File: src/rtl/i2c_bus_cond_detect.sv
// I2C bus-condition detector: synchronizes and glitch-filters SDA/SCL, then
// reports SCL edges, START / repeated START / STOP, bus-busy and SCL-low timeout.

module i2c_line_filter #(
   parameter int SYNC_STAGES = 2,
   parameter int FILTER_LEN  = 3
) (
   input  logic clk_i,
   input  logic rst_n_i,
   input  logic line_i,
   output logic filt_o,
   output logic prev_o
);
   logic [SYNC_STAGES-1:0] sync_q;
   logic [3:0]             cnt_q;
   logic                   synced;

   assign synced = sync_q[SYNC_STAGES-1];

   always_ff @(posedge clk_i or negedge rst_n_i) begin
      if (!rst_n_i) begin
         sync_q <= '1;
         cnt_q  <= '0;
         filt_o <= 1'b1;
         prev_o <= 1'b1;
      end else begin
         sync_q <= {sync_q[SYNC_STAGES-2:0], line_i};
         prev_o <= filt_o;
         // filtered level only follows after FILTER_LEN consecutive disagreeing samples
         if (synced == filt_o) begin
            cnt_q <= '0;
         end else if (cnt_q == 4'(FILTER_LEN - 1)) begin
            filt_o <= synced;
            cnt_q  <= '0;
         end else begin
            cnt_q <= cnt_q + 4'd1;
         end
      end
   end
endmodule

module i2c_bus_cond_detect #(
   parameter int SYNC_STAGES = 2,
   parameter int FILTER_LEN  = 3,
   parameter int TIMEOUT_W   = 16
) (
   input  logic                 clk_i,
   input  logic                 rst_n_i,
   input  logic                 en_i,
   input  logic                 sda_i,
   input  logic                 scl_i,
   input  logic [TIMEOUT_W-1:0] timeout_limit_i,
   output logic                 sda_f_o,
   output logic                 scl_f_o,
   output logic                 scl_rise_o,
   output logic                 scl_fall_o,
   output logic                 start_o,
   output logic                 rstart_o,
   output logic                 stop_o,
   output logic                 bus_busy_o,
   output logic                 timeout_o
);
   localparam logic [0:0] ST_IDLE = 1'b0;
   localparam logic [0:0] ST_BUSY = 1'b1;

   logic                 sda_prev, scl_prev;
   logic [0:0]           state_q;
   logic [TIMEOUT_W-1:0] tcnt_q, tcnt_inc;
   logic                 sda_fall_c, sda_rise_c, to_hit;

   i2c_line_filter #(.SYNC_STAGES(SYNC_STAGES), .FILTER_LEN(FILTER_LEN)) u_sda (
      .clk_i(clk_i), .rst_n_i(rst_n_i), .line_i(sda_i), .filt_o(sda_f_o), .prev_o(sda_prev)
   );
   i2c_line_filter #(.SYNC_STAGES(SYNC_STAGES), .FILTER_LEN(FILTER_LEN)) u_scl (
      .clk_i(clk_i), .rst_n_i(rst_n_i), .line_i(scl_i), .filt_o(scl_f_o), .prev_o(scl_prev)
   );

   // SCL must be stable high across the SDA edge; a simultaneous SCL change masks it
   assign sda_fall_c = sda_prev & ~sda_f_o & scl_prev & scl_f_o;
   assign sda_rise_c = ~sda_prev & sda_f_o & scl_prev & scl_f_o;

   assign tcnt_inc = (tcnt_q == '1) ? tcnt_q : tcnt_q + 1'b1;
   assign to_hit   = (state_q == ST_BUSY) && !scl_f_o && (timeout_limit_i != '0) &&
                     (tcnt_inc >= timeout_limit_i);

   assign bus_busy_o = (state_q == ST_BUSY);

   always_ff @(posedge clk_i or negedge rst_n_i) begin
      if (!rst_n_i) begin
         state_q    <= ST_IDLE;
         tcnt_q     <= '0;
         scl_rise_o <= 1'b0;
         scl_fall_o <= 1'b0;
         start_o    <= 1'b0;
         rstart_o   <= 1'b0;
         stop_o     <= 1'b0;
         timeout_o  <= 1'b0;
      end else if (!en_i) begin
         state_q    <= ST_IDLE;
         tcnt_q     <= '0;
         scl_rise_o <= 1'b0;
         scl_fall_o <= 1'b0;
         start_o    <= 1'b0;
         rstart_o   <= 1'b0;
         stop_o     <= 1'b0;
         timeout_o  <= 1'b0;
      end else begin
         scl_rise_o <= ~scl_prev & scl_f_o;
         scl_fall_o <= scl_prev & ~scl_f_o;
         start_o    <= (state_q == ST_IDLE) && sda_fall_c;
         rstart_o   <= (state_q == ST_BUSY) && sda_fall_c;
         stop_o     <= sda_rise_c;
         timeout_o  <= to_hit;

         if (sda_rise_c)      state_q <= ST_IDLE;
         else if (sda_fall_c) state_q <= ST_BUSY;
         else if (to_hit)     state_q <= ST_IDLE;

         if ((state_q == ST_BUSY) && !scl_f_o && !to_hit) tcnt_q <= tcnt_inc;
         else                                             tcnt_q <= '0;
      end
   end
endmodule

File: config.mk
export PLATFORM = sky130hd
export DESIGN_NAME = i2c_bus_cond_detect
export DESIGN_NICKNAME = d
export VERILOG_FILES = /design/src/rtl/i2c_bus_cond_detect.sv
export SDC_FILE = /design/constraint.sdc
export NUM_CORES = 1
export LEC_CHECK = 0
export ABC_CLOCK_PERIOD_IN_PS = 7130
export CAP_MARGIN = 20
export CELL_PAD_IN_SITES_DETAIL_PLACEMENT = 2
export CELL_PAD_IN_SITES_GLOBAL_PLACEMENT = 2
export CORE_MARGIN = 10
export CORE_UTILIZATION = 38
export DETAILED_ROUTE_END_ITERATION = 16
export PLACE_DENSITY = 0.9
export SETUP_SLACK_MARGIN = 0.2
export SYNTH_ARGS = -nofsm -noshare
export SYNTH_HDL_FRONTEND = slang
export SYNTH_SLANG_ARGS = --single-unit
File: constraint.sdc
create_clock -name clk_i -period 7.13 [get_ports clk_i]
set_input_delay 1.426 -clock clk_i [delete_from_list [all_inputs] [get_ports clk_i]]
set_output_delay 1.426 -clock clk_i [all_outputs]
set_load 0.05 [all_outputs]
==> results.toml <==
[worst_hold_path]
holdPathStages = 0
hold_path.startpoint = "u_sda.sync_q[0]"
holdCritPathClass = "reg2reg"
whs_endpoint = "u_sda.sync_q[1]"

[run]
max_cap_violations = 0

[logic_synthesis]
synth_fp_nets = 268
syn-instance-count = 226
yosys-top-cells-area = "dfrtp_1 33%, ha_1 11%, dfstp_2 8.9%, nor3b_2 4.3%, nand2_1 3.7%"
synth_top_area_cell = "dfrtp_1"
yosysMostFrequentCell = "dfrtp_1"
synth_edf_count = 0
yosys-top-cells-count = "31 x dfrtp_1, 23 x nand2_1, 22 x nor2_1"
ys_seq_area_share_pct = 42.0
ys_ff_latch = 39
yosys_warnings = 0
synth.avg_cell_area_um2 = 10.4
async_flop_share_pct = 100
ys_types = 47
post-synth-top-area-fraction_pct = 33.0
synth_area_um2 = 2350
synth_ff_type = "dfrtp_1"

[sta]
setup_violations = 0
slew_headroom_pct = 41.2
fmax_mhz = 276
finalHoldViolCount = 0
min_period_over_period_pct = 50.8
slew_viol_final = 0
worst_pin_slew_ns = 0.882
whs_ns = 0.359
final.setup.tns_ns = 0
rsz0062_at_grt = "false"
period_minus_slack_ns = 3.62
fin_skew_ns = 0.00475

[power]
power_frac_comb_pct = 26.2
p_clk_share_pct = 28.1
swShare_pct = 34.7
seq_power_share_pct = 45.8
power.internal_uw = 435
pwr_density_cell_nw_per_um2 = 237
p_switching_uw = 231
cellLeakagePower_nw = 1.25
ir_drop_uv = 174

[setup_path]
arrival_ns = 3.85
r2r_start = "tcnt_q[0]"
r2r_slack_ns = 3.66
worstPathRequired_ns = 7.36
crit_path_end_kind = "flip-flop"
r2r-end = "tcnt_q[10]"
r2r_cells = 11
worstPathMaxFanout = 18
path_class = "in2reg"
start_kind = "input pin"

[floorplanning]
start_util_pct = 39.5
core_area_um2 = 5960
die_h_um = 98.6
die_area_um2 = 9730
rows = 28
die_width_um = 98.6
io_pins = 30

[drt]
ant_nets = 0
drt_iter0_drc = 30
met2_length_um = 3380
route.detailed.drc = 0
first_pass_iters = 4
wire_per_inst_um = 18.8
topRoutingLayerUsed = "met4"
viasPerCell = 5.31
route.layer.met1.wl_um = 2640
wl_met3_um = 200
vias = 1775
wl_um = 6290

[cts]
clkTransAtPathRegs_ns = 0.08
cts_tree = "yes"
htreeDepth = 2
clk_path_buf_depth = 2
cts-root-buf = "clkbuf_8"
numCtsBuffers = 5
hold_buffers = 0
clock-sinks = 39
clk-insertion-delay-late_ns = 0.29
postCtsSetupBuffers = 0
cts_resized = 0

[global_route]
grt_pass1_vias = 2107
grt_pass1_wl_um = 10800
grt_start_max_net_pins = 40
grt_remaining_overflow = 0
grt_antenna_before_repair = 0
track_usage_pct = 13.6

[placed_design]
dp.cells = 326
place.port_buffers = 29
place_congestion = 0.833
place_hpwl_um = 4880

[final_layout]
nets = 300
layoutNonFillerInstCount = 334
layout-drive-gt1-share_pct = 17.4
syn_to_final_growth_pct = 19.7
final_core_util_pct = 47.2
fill_cells = 668
n_antenna_cell = 0

[run_status]
status = "completed"
worst max-delay path by stage:
stage           endpoint                 from  slack (ns)  cells past startpoint
2_1_floorplan  tcnt_q[3]  timeout_limit_i[15]        4.19                      8
3_3_place_gp   timeout_o  timeout_limit_i[15]        3.36                      8
3_5_place_dp   timeout_o  timeout_limit_i[13]        3.21                      8
4_1_cts        timeout_o  timeout_limit_i[13]        3.49                      8
5_1_grt        timeout_o  timeout_limit_i[15]        3.35                      8
6_report       timeout_o  timeout_limit_i[13]        3.51                      8
power groups by stage:
stage	Combinational, mW	Clock (mW)	Sequential (mW)
2_1_floorplan	0.0799	0	0.334
3_3_place_gp	0.169	0	0.306
3_5_place_dp	0.177	0	0.309
4_1_cts	0.179	0.193	0.306
5_1_grt	0.195	0.202	0.313
6_report	0.174	0.187	0.304
worst max-delay path, cell delays in order:
cell	delay (ns)
clkdlybuf4s50_1	0.48
inv_1	0.05
ha_1	0.31
nand4_2	0.14
nor3_1	0.33
nand4b_1	0.20
a31oi_4	0.63
and3_2	0.29
cell families after synthesis:
kind of cell	count (synthesis)	synth area share, %
DFF	39	42.0
muxes	6	2.93
AOI/OAI and AO/OA	26	8.57
buffers and inverters	24	4.42
and+or+nand+nor	96	25.7
adders and majority gates	21	11.2
xor gates and xnor gates	14	5.22
stage by stage:
step           cell area [µm²]  power, mW  worst slack, ns
6_report                  2810      0.665             3.51
5_1_grt                   2810      0.709             3.35
4_1_cts                   2810      0.679             3.49
3_5_place_dp              2700      0.486             3.21
3_3_place_gp              2700      0.475             3.36
2_1_floorplan             2350      0.414             4.19
sequential cells by signal (all words and copies together) (netlist names):
signal	flops
tcnt_q	16
u_scl.cnt_q	4
u_sda.cnt_q	4
u_scl.sync_q	2
u_sda.sync_q	2
bus_busy_o	1
rstart_o	1
scl_fall_o	1
scl_rise_o	1
start_o	1
stop_o	1
timeout_o	1
u_scl.filt_o	1
u_scl.prev_o	1
u_sda.filt_o	1
u_sda.prev_o	1
metal layers:
metal,global-route usage [%],vias to the layer above
met1,15.3,895
li1,-,855
met2,25.0,20
met3,3.14,5
met4,3.64,0
met5,0,-
placed cells by master (no fill, tap or decap), drive strengths merged, types with 7 or more instances in the layout:
cell            n
nor4            7
nand2          23
dfrtp          31
clkdlybuf4s50  28
nor2           24
inv            20
dfstp           8
xnor2           9
ha             21
nor3b          12
a21oi           8
layout make-up:
type	instances	area [µm²]	share of cell area (%)
repair buffers	29	285	10.1
clock inverters	3	43.8	1.56
flip-flops and latches	39	986	35.1
multi-input cells	163	1260	44.8
clock buffers	5	68.8	2.45
inverters	20	75.1	2.67
well taps	75	93.8	3.34
Power figures use the tool's default switching activity.
